File: src/rtl/sha256_pkg.sv
// rtl/sha256_pkg.sv - shared state encoding, block geometry and IV constants for the SHA-256 core
package sha256_pkg;

  localparam int SHA256_ROUNDS       = 64;
  localparam int SHA256_BLOCK_WORDS  = 16;
  localparam int SHA256_SCHED_DIRECT = 16;

  // H0 sits in the least significant slot: SHA256_IV[0] = H0 ... SHA256_IV[7] = H7.
  localparam logic [7:0][31:0] SHA256_IV = {
    32'h5be0cd19, 32'h1f83d9ab, 32'h9b05688c, 32'h510e527f,
    32'ha54ff53a, 32'h3c6ef372, 32'hbb67ae85, 32'h6a09e667
  };

  typedef enum logic [2:0] {
    ST_IDLE,
    ST_HINIT,
    ST_LOAD,
    ST_INIT,
    ST_ROUND,
    ST_UPDATE,
    ST_DONE
  } sha256_state_e;

endpackage

File: src/rtl/sha256_round_cnt.sv
// rtl/sha256_round_cnt.sv - wrap-at-max counter with synchronous clear and enable
module sha256_round_cnt #(
  parameter int MAX = 16,
  parameter int W   = $clog2(MAX)
) (
  input  logic         clk,
  input  logic         rst,
  input  logic         clr,
  input  logic         en,
  output logic [W-1:0] cnt,
  output logic         wrap
);

  logic [W-1:0] cnt_q;
  logic [W-1:0] cnt_d;

  // wrap flags the terminal count so the owner can step its FSM on the same edge
  assign wrap = (cnt_q == W'(MAX - 1));
  assign cnt  = cnt_q;

  // clear wins over enable; an enabled step at the terminal count returns to zero
  always_comb begin
    cnt_d = cnt_q;
    if (clr) begin
      cnt_d = '0;
    end else if (en) begin
      cnt_d = wrap ? '0 : cnt_q + 1'b1;
    end
  end

  // count register
  always_ff @(posedge clk or posedge rst) begin
    if (rst) begin
      cnt_q <= '0;
    end else begin
      cnt_q <= cnt_d;
    end
  end

endmodule

File: src/rtl/sha256_ctrl.sv
// rtl/sha256_ctrl.sv - SHA-256 block sequencer; optional abort input under SHA256_CTRL_ABORT_EN
module sha256_ctrl
  import sha256_pkg::*;
#(
  parameter int ROUNDS = SHA256_ROUNDS,
  parameter int WORDS  = SHA256_BLOCK_WORDS
) (
  input  logic                      clk,
  input  logic                      rst,
  input  logic                      start,
  input  logic                      word_valid,
  output logic                      word_ready,
  input  logic                      blk_last,
`ifdef SHA256_CTRL_ABORT_EN
  input  logic                      abort,
`endif
  output logic                      wr_en,
  output logic [$clog2(WORDS)-1:0]  wr_idx,
  output logic                      h_init,
  output logic                      ld_work,
  output logic                      rnd_en,
  output logic [$clog2(ROUNDS)-1:0] rnd_idx,
  output logic                      sched_sel,
  output logic                      h_upd,
  output logic                      busy,
  output logic                      done
);

  localparam int RW = $clog2(ROUNDS);
  localparam logic [RW-1:0] SCHED_T = RW'(SHA256_SCHED_DIRECT);

  sha256_state_e state_q;
  sha256_state_e state_d;
  logic          last_q;
  logic          last_d;
  logic          abort_hit;
  logic          wr_wrap;
  logic          rnd_wrap;
  logic          rnd_clr;

`ifdef SHA256_CTRL_ABORT_EN
  assign abort_hit = abort && (state_q != ST_IDLE);
`else
  assign abort_hit = 1'b0;
`endif

  // every strobe is decoded from registered state; only wr_en looks at an input
  assign word_ready = (state_q == ST_LOAD);
  assign wr_en      = word_valid && word_ready;
  assign h_init     = (state_q == ST_HINIT);
  assign ld_work    = (state_q == ST_INIT);
  assign rnd_en     = (state_q == ST_ROUND);
  assign sched_sel  = rnd_en && (rnd_idx >= SCHED_T);
  assign h_upd      = (state_q == ST_UPDATE);
  assign done       = (state_q == ST_DONE);
  assign busy       = (state_q != ST_IDLE);
  assign rnd_clr    = abort_hit || ld_work;

  sha256_round_cnt #(.MAX(WORDS)) u_wr_cnt (
    .clk  (clk),
    .rst  (rst),
    .clr  (abort_hit),
    .en   (wr_en),
    .cnt  (wr_idx),
    .wrap (wr_wrap)
  );

  sha256_round_cnt #(.MAX(ROUNDS)) u_rnd_cnt (
    .clk  (clk),
    .rst  (rst),
    .clr  (rnd_clr),
    .en   (rnd_en),
    .cnt  (rnd_idx),
    .wrap (rnd_wrap)
  );

  // next state: block load, init, rounds, update; chain to LOAD until the last block
  always_comb begin
    state_d = state_q;
    case (state_q)
      ST_IDLE:   if (start) state_d = ST_HINIT;
      ST_HINIT:  state_d = ST_LOAD;
      ST_LOAD:   if (wr_en && wr_wrap) state_d = ST_INIT;
      ST_INIT:   state_d = ST_ROUND;
      ST_ROUND:  if (rnd_wrap) state_d = ST_UPDATE;
      ST_UPDATE: state_d = last_q ? ST_DONE : ST_LOAD;
      ST_DONE:   state_d = ST_IDLE;
      default:   state_d = ST_IDLE;
    endcase
    if (abort_hit) state_d = ST_IDLE;
  end

  // final-block flag: captured only on the handshake of the block's last word
  always_comb begin
    last_d = last_q;
    if (wr_en && wr_wrap) last_d = blk_last;
    if (done || abort_hit) last_d = 1'b0;
  end

  // state and final-block registers
  always_ff @(posedge clk or posedge rst) begin
    if (rst) begin
      state_q <= ST_IDLE;
      last_q  <= 1'b0;
    end else begin
      state_q <= state_d;
      last_q  <= last_d;
    end
  end

endmodule

File: config.mk
export PLATFORM = sky130hd
export DESIGN_NAME = sha256_ctrl
export DESIGN_NICKNAME = d
export VERILOG_FILES = /design/src/rtl/sha256_pkg.sv /design/src/rtl/sha256_round_cnt.sv /design/src/rtl/sha256_ctrl.sv
export SDC_FILE = /design/constraint.sdc
export NUM_CORES = 1
export LEC_CHECK = 0
export CORE_MARGIN = 3
export CORE_UTILIZATION = 45
export DETAILED_ROUTE_END_ITERATION = 8
export PLACE_DENSITY = 0.82
export SYNTH_ARGS = -nofsm -noshare
export SYNTH_HDL_FRONTEND = slang
export SYNTH_HIERARCHICAL = 1
export SYNTH_SLANG_ARGS = --single-unit
File: constraint.sdc
create_clock -name clk -period 1.9 [get_ports clk]
set_input_delay 0.38 -clock clk [delete_from_list [all_inputs] [get_ports clk]]
set_output_delay 0.38 -clock clk [all_outputs]
set_load 0.03 [all_outputs]
Word-level counts from Yosys, hierarchy flattened
Index checks and enable logic that the tools add are counted.

Register bits: 14. Input bits: 5. Output and inout port bits: 19. Logic and storage cells: 37.

Add/subtract/negate cells: 2. $lt $le $gt $ge: 1. Equal/unequal tests: 11. Multiplexer cells: 11. Reduce and logical (&&, ||, !) cells: 8.

Operator list (count): 6-bit 2-to-1 mux (3); 3-bit one-hot mux with 6 select lines (1); 3-bit 2-to-1 mux (4); 3-bit == test, second input constant (3); 6-bit by 1-bit adder with 6-bit output, second input constant (1); 3-bit by 2-bit == test with 1-bit output, second input constant (2); 6-bit == test, second input constant (1); 6-bit by 5-bit >= comparator with 1-bit output, second input constant (1); 4-bit by 1-bit adder with 4-bit output, second input constant (1); 4-bit == test, second input constant (1); 4-bit 2-to-1 mux (1); 2-bit by 1-bit inequality test with 1-bit output, second input constant (2); 2-bit nonzero test (2); 3-bit by 1-bit == test with 1-bit output, second input constant (1); 1-bit logical AND (3); 3-bit zero test (1); 3-bit AND reduction (1); 3-bit nonzero test (1); 1-bit 2-to-1 mux (2); 2-bit inequality test, second input constant (1).

Longest topological paths before layout
Depth after elaboration: 5. Mapped depth: 7. Mapped depth without buffers: 6.

Hierarchy
The synthesis kept the hierarchy.

By module, submodules not included: sha256_round_cnt (u_rnd_cnt) (times used 1, cells an instance 35, area an instance 324.1 um2, sequential area each 150.1 um2); sha256_ctrl (times used 1, cells an instance 32, area an instance 266.5 um2, sequential area each 100.1 um2); sha256_round_cnt (u_wr_cnt) (times used 1, cells an instance 21, area an instance 210.2 um2, sequential area each 100.1 um2).

Least setup slack after synthesis
Ideal clock, no wire load.

Path kind: register to register. Start: register state_q[0]. End: register u_rnd_cnt.cnt_q[5], in the netlist u_rnd_cnt/cnt[5]. Library setup time: 81 ps. Data arrival time: 2221 ps. Data required time: 1819 ps. Path slack: -402 ps. Stages on the path, launching flop included: 7. Buffers on the path: 2. Period minus slack after synthesis: 2302 ps. Cells stage by stage: dfrtp_1 -> clkbuf_2 -> nor3b_1 -> buf_4 -> nand4_1 -> or3_1 -> a21oi_1.

Longest elaborated chain between the ends: 2. Elaborated cells on any way between the ends: 4. Classes of those cells: eq/ne: 2; mux: 1; reduce/logical: 1.

RTL lines: start: declaration (line sha256_ctrl.sv:32) `sha256_state_e state_q;`; start signal: assignment (line sha256_ctrl.sv:106) `state_q <= state_d;`; 3-bit == test (line sha256_ctrl.sv:52) `assign rnd_en = (state_q == ST_ROUND);`; via rnd_en (line sha256_ctrl.sv:21) `output logic rnd_en,`; 2-bit nonzero test (no line); end signal: assignment (line sha256_round_cnt.sv:36) `cnt_q <= cnt_d;`; end: declaration (line sha256_round_cnt.sv:14) `logic [W-1:0] cnt_q;`.

The timed path passes the listed nets, and every way through them passes these cells. A chain may end at the register's enable or synchronous reset.

Worst setup path after layout
Start: register state_q[2]. End: output port wr_en.

Longest elaborated chain between the ends: 2.

RTL lines: 3-bit by 2-bit == test with 1-bit output (line sha256_ctrl.sv:48) `assign word_ready = (state_q == ST_LOAD);`; 1-bit logical AND (line sha256_ctrl.sv:49) `assign wr_en = word_valid && word_ready;`; end: declaration (line sha256_ctrl.sv:17) `output logic wr_en,`.

No other way between the ends.

==> reports/qor.yml <==
status:
  run_status: "finished with violations"
  failed_checks: "negative setup slack"
cells_and_area:
  final_std_cells_w_o_fill: 149
  layout.nets: 134
  multiInputGateArea_sq_um: 439.2
  n_fill_cell: 128
  fraction_of_final_layout_cells_sized_beyond_drive_strength_1_pct: 27.20
  area.growth.synth_to_final_pct: 45.47
  n_antenna_cell: 0
  sequential_cell_area_sq_um: 350.3
worst_setup_path:
  worst_r2r_endpoint: "u_wr_cnt/cnt[3]$_DFFE_PP0P_"
  r2r_cells: 8
  setup.reg_to_reg.worst_slack_ps: 0
  worst-endpoint-arrival_ps: 1560
  path_max_fanout: 3
  critPathRequiredTime_ps: 1520
  reg2reg_from: "state_q[2]$_DFFE_PP0P_"
  critPathLaunchType: "flip-flop"
  timing.critical_path.to_type: "primary output"
  path_class: "flip-flop to primary output"
floorplan:
  core.rowCount: 14
  die-width_microns: 48.19
  total_die_area_sq_mm: 0.002322
  vertical_extent_of_the_die_microns: 48.19
  i_o_pin_total: 24
  start_util_pct: 50.24
  core-area_sq_mm: 0.001594
synth:
  synth_xor_area_share_pct: 3.281
  postSynthRegisterBits: 14
  dominant_combinational_cell_family_by_area_after_synthesis: "simple AND/OR/NAND/NOR gates"
  yosysMostFrequentCell: "sky130_fd_sc_hd__dfrtp_1"
  synth-compound-area-share_pct: 12.66
  synth.cell_area_sq_um: 800.8
  post_synth_num_cell_types: 33
  synth_commonest_cells: "sky130_fd_sc_hd__dfrtp_1 (14), sky130_fd_sc_hd__nand2_1 (11), sky130_fd_sc_hd__a21oi_1 (8), sky130_fd_sc_hd__nor2_1 (8)"
  synth_top_area_share_pct: 43.75
  synth-simple-area-share_pct: 27.34
  synth.mux.area_fraction_pct: 3.906
  ys_seq_area_share_pct: 43.75
  post_synth_fa_ha_maj_area_fraction_pct: 3.125
  synth-edff-count: 0
  syn_avg_cell_area_sq_um: 9.100
  synth_area_leaders: "sky130_fd_sc_hd__dfrtp_1 (44%), sky130_fd_sc_hd__nand2_1 (5.2%), sky130_fd_sc_hd__a21oi_1 (5.0%)"
  synth_top_area_cell: "sky130_fd_sc_hd__dfrtp_1"
  top_flip_flop_cell_by_instance_count_after_synthesis: "sky130_fd_sc_hd__dfrtp_1"
  synthesis.instances: 88
  synth_warnings: 6
  asyncSetResetFlopFracSynth_pct: 100.0
global_route:
  grt.overflow.total: 0
  grt_max_degree: 9
  wire_length_of_the_first_global_routing_pass_mm: 3.077
  vias_in_the_first_global_route: 769
  globalRouteTotalUtil_pct: 19.00
  grt_antenna_before_repair: 0
timing:
  layout_min_cycle_time_ps: 1935
  rsz0062_at_grt: "yes"
  setup_total_negative_slack_ps: -35.24
  max_freq_mhz: 516.7
  post-route-period-util_pct: 101.9
  finalHoldViolations: 0
  timing.final.setup_violations: 1
  final_critical_path_setup_slack_ps: -35.24
  clock-skew-final_ps: 9.545
  finalMaxSlewViolations: 0
pwr:
  vdd_drop_max_v: 0.0007172
  cellPowerDensity_mw_per_mm2: 1291
  total_leakage_power_uw: 0.0005490
clock_network:
  clock_sink_count: 14
  cts-root-to-sink-buffers: 2
  cts_tree: "done"
  cts_buffers: 3
  cts.root.buffer_cell: "sky130_fd_sc_hd__clkbuf_4"
  clock_latency_ps: 270
  worst_setup_hold_path_clk_slew_ps: 90
  ctsHtreeMaxLevel: 1
place:
  gpl.final_weighted_congestion: 0.8351
  dp_slack_ps: 64.01
  dp.final_hpwl_mm: 1.419
  buffer_ports.inserted: 23
  dp.cells: 140
detailed_routing:
  drt_iter0_markers: 7
  total_number_of_vias: 765
  routed_wire_length_mm: 1.956
  dr.pass1.iters: 4
  drcViolationCount: 0
  wl_per_cell_microns: 13.13
  detail_route.vias_per_cell: 5.134
  postRouteAntennaNets: 0
worst_hold_path:
  worstHoldPathType: "input pin to async pin"
flow_run:
  cap_viol_max_count: 0
-- per-layer routing --
| layer | routed length [microns] | GRT usage (%) | up-vias |
|---|---|---|---|
| met2 | 1018 | 34.64 | 19 |
| li1 | - | - | 378 |
| met3 | 77 | 3.690 | 4 |
| met5 | 0 | 0 | - |
| met4 | 31 | 6.989 | 0 |
| met1 | 829 | 21.59 | 364 |
-- per-stage QoR --
stage / area (sq um) / util, % / hold slack (ps) / power [uW]
2_1_floorplan: 823.3 / - / 146.1 / 965.5
3_3_place_gp: 1082 / 67.90 / 540.7 / 1225
3_5_place_dp: 1082 / 67.90 / 550.7 / 1255
4_1_cts: 1145 / 71.82 / 367.7 / 1477
5_1_grt: 1165 / 73.08 / 384.5 / 1605
6_report: 1165 / 73.08 / 384.3 / 1504
-- critical path: stages, from the launching register on --
cell	delay (ps)
sky130_fd_sc_hd__dfrtp_1	400
sky130_fd_sc_hd__buf_6	120
sky130_fd_sc_hd__or3b_4	420
sky130_fd_sc_hd__inv_4	80
sky130_fd_sc_hd__and2_4	150
sky130_fd_sc_hd__buf_6	120
-- report_power, final --
part / total, uW / switching (uW) / internal (uW)
Clock: 161 / 88.1 / 73.1
Sequential: 447 / 85.7 / 362
Combinational: 895 / 486 / 410
Total: 1500 / 660 / 844
-- what timing repair did --
action / 4_1_cts / 5_1_grt
endpoints found under the setup margin: 4 / 8
pin swaps: 1 / 3
setup buffers: 4 / 2
hold buffers: 0 / 0
resized for setup: 8 / 8
-- layout make-up --
type	count	share of cell area [%]
Clock buffer	3	1.933
Inverter	5	1.826
Multi-Input combinational cell	69	37.70
Sequential cell	14	30.08
Tap cell	24	2.578
Timing Repair Buffer	34	25.89
-- cells in the final DEF, fill, tap and decap left out, types with 4 or more instances in the layout --
cell / count
sky130_fd_sc_hd__dfrtp_1: 14
sky130_fd_sc_hd__buf_4: 14
sky130_fd_sc_hd__clkdlybuf4s50_1: 13
sky130_fd_sc_hd__nand2_1: 11
sky130_fd_sc_hd__nor2_1: 8
sky130_fd_sc_hd__a21oi_1: 7
sky130_fd_sc_hd__nand4_1: 4
sky130_fd_sc_hd__o21ai_0: 4
sky130_fd_sc_hd__inv_1: 4
sky130_fd_sc_hd__conb_1: 4
-- state kept, by name, summed over array words and instances, names as in the netlist --
signal         count
state_q            3
last_q             1
u_wr_cnt/cnt       4
u_rnd_cnt/cnt      6
-- how the worst max path moves through the flow --
stage                           startpoint                     endpoint  cells past startpoint
floorplan           state_q[0]$_DFFE_PP0P_  u_wr_cnt/cnt[3]$_DFFE_PP0P_                      7
global placement    state_q[2]$_DFFE_PP0P_                         busy                      2
detailed placement  state_q[2]$_DFFE_PP0P_  u_wr_cnt/cnt[3]$_DFFE_PP0P_                      7
CTS                 state_q[0]$_DFFE_PP0P_                        wr_en                      5
global route        state_q[2]$_DFFE_PP0P_                        wr_en                      5
finish              state_q[2]$_DFFE_PP0P_                        wr_en                      5
-- cells by family (layout without fill, tap and decap cells) --
group,Yosys count,in the layout
buffers and inverters,8,42
muxes,3,3
and+or+nand+nor,40,40
adders and majority gates,2,2
AOI/OAI and AO/OA,17,17
DFF,14,14
other,1,4
xor gates and xnor gates,3,3
Power figures use the tool's default switching activity.
==> RTL change (same settings) <==
The option `SHA256_CTRL_ABORT_EN` is turned on by a define.
--- a/src/rtl/sha256_ctrl.sv
+++ b/src/rtl/sha256_ctrl.sv
@@ -1,2 +1,4 @@
 // rtl/sha256_ctrl.sv - SHA-256 block sequencer; optional abort input under SHA256_CTRL_ABORT_EN
+`define SHA256_CTRL_ABORT_EN
+
 module sha256_ctrl
Ports: changed (added abort); port bits go from 24 to 25. The function was not compared with the original's and may differ.
==> RTL change against the unedited design <==
Setup slack improved by 0.10 ns; register-to-register slack better by 0.29 ns; wire length rose by 0.87%; global-route usage decreased by 1.9 points; sequential cell count is the same; area after synthesis up 7.2%; sequential share of layout area increased by 0.65 points; power shrank 15%; cell area is 1.1% lower; via count increased by 7.7%; critical endpoint is now rnd_idx[2].
==> RTL change: results (changes against the unedited design) <==
- Status: complete, no violations
- Final Wtd Congestion: 0.805 (-3.6%)
- Pre-CTS setup slack: 0.0241 ns (-0.0399 ns)
- Worst rel slew slack: 78.7%
- Main synth FF type: dfrtp_1
- P_leak: 0.528 nW (-3.9%)
- Worst IR Drop VDD: 0.773 mV (+7.8%)
- Filler cell count: 175 (+37%)
- Number of warnings issued by yosys: 6 (unchanged)
- Max reg flops: 6 (unchanged)
- Vias in the first global route: 781 (+1.6%)
- Syn_nets: 103
- Drt first-iter violations: 18 (+11)
- CTS Root Cell: clkbuf_4
- CTS max path bufs: 2 (unchanged)
- Most frequent cell after synthesis: dfrtp_1
- Fin nets: 133 (-0.75%)
- Critical Path AT: 1.45 ns (-0.11 ns)
- CP max FO: 7 (+4)
- First-pass iteration count of the detailed router: 4 (unchanged)
- # diodes: 0 (unchanged)
- Hold/Removal Path Class: input port to asynchronous set/reset pin
- Synth Area in XOR/XNOR: 3.06% (-0.22 points)
- Routed wire length: 1970 µm (+0.87%)
- Global-route wire length before repair: 3370 µm (+9.7%)
- Crit path max-delay family: buffers and inverters
- Seq/Total Area, Yosys: 40.8% (-2.9 points)
- Compound-Gate Fraction of Synth Area: 14.1% (+1.5 points)
- Num CTS Buffers: 3 (unchanged)
- Clk Latency, worst-skew pair: 0.27 ns (about the same)
- Post-DP HPWL: 1460 µm (+2.6%)
- Crit-path slowest cell: clkdlybuf4s50_1
- Slowest stage delay, CP: 0.72 ns (+0.30 ns)
- Asr flop ratio synth: 100% (unchanged)
- Pin count of the biggest net entering global routing: 10 (+1)
- Total track usage: 17.1% (-1.9 points)
- Count of cell types in the netlist: 35 (+6.1%)
- Synth cell count leaders: dfrtp_1 (14), a21oi_1 (9), nor2_1 (9)
- Share of layout cells above drive strength 1: 19.5% (-7.7 points)
- Mux cell area share after synthesis: 3.64% (-0.26 points)
- Synth top area cells: dfrtp_1 (41%), a21oi_1 (5.2%), nor2_1 (3.9%), nand2b_1 (3.6%), o21ai_0 (3.5%)
- Register clock-pin slew on the reported worst setup and hold paths: 0.07 ns (-0.02 ns)
- Vias per cell: 5.57 (+8.4%)
- Synth Area in Adders: 2.92% (-0.21 points)
- Clock skew: 0.00491 ns (-0.00463 ns)
- I/O Buffers: 24 (+4.3%)
- CTS H-tree depth: 1 (unchanged)
- Initial antenna violation count: 0 (unchanged)
## RTL change: report_power, final
group	leakage, nW	total, mW	switching [mW]	internal (mW)
logic	0.329	0.657	0.369	0.288
clock network	0.0138	0.153	0.0803	0.0732
registers	0.185	0.463	0.107	0.357
## RTL change: layout make-up
type	count	area, µm²	share of cell area, %
inverter	6	22.5	1.95
sequential	14	354	30.7
timing repair buffer	28	249	21.6
clock buffer	3	22.5	1.95
multi-input combinational	72	473	41.0
tap	25	31.3	2.71
## RTL change: what timing repair did
action	4_1_cts	5_1_grt
gates resized for setup	7	7
pin swaps	0	1
hold buffers	0	0
endpoints found under the setup margin	5	4
gates cloned	0	0
buffers inserted	0	1
## RTL change: logic make-up after synthesis
logic type | after synthesis
and+or+nand+nor | 43
muxes | 3
AOI/OAI and AO/OA | 21
buffers and inverters | 9
xor gates and xnor gates | 3
adders and majority gates | 2
DFF | 14
## RTL change: worst paths after layout
kind / endpoint / depth (start not counted) / slack, ns / startpoint
worst max-delay path: rnd_idx[2] / 1 / 0.07 / u_rnd_cnt/cnt[2]
worst min-delay path: last_q / 2 / 0.36 / rst
worst max register to register: u_rnd_cnt/cnt[0] / 4 / 0.29 / state_q[0]
worst min register to register: u_wr_cnt/cnt[3] / 2 / 0.60 / u_wr_cnt/cnt[3]
max in group asynchronous: u_rnd_cnt/cnt[4] / 2 / 1.33 / rst
min in group clk: u_wr_cnt/cnt[3] / 2 / 0.60 / u_wr_cnt/cnt[3]
## RTL change: routing by layer
layer | part of all wire (%) | global-route usage, % | vias up
li1 | - | - | 386
met1 | 46 | 23.9 | 409
met2 | 49 | 27.1 | 27
met3 | 5.0 | 2.11 | 2
met4 | 0.46 | 5.99 | 0
met5 | 0 | 0 | -
## RTL change: metrics by stage
| stage | cell area [µm²] | util (%) | hold WS [ns] | instances |
|---|---|---|---|---|
| after floorplan | 868 | - | 0.146 | 95 |
| after global placement | 1130 | 64.0 | 0.571 | 144 |
| after detailed placement | 1130 | 64.0 | 0.580 | 144 |
| after CTS | 1150 | 65.0 | 0.364 | 147 |
| after global routing | 1150 | 65.3 | 0.405 | 148 |
| final | 1150 | 65.3 | 0.363 | 148 |
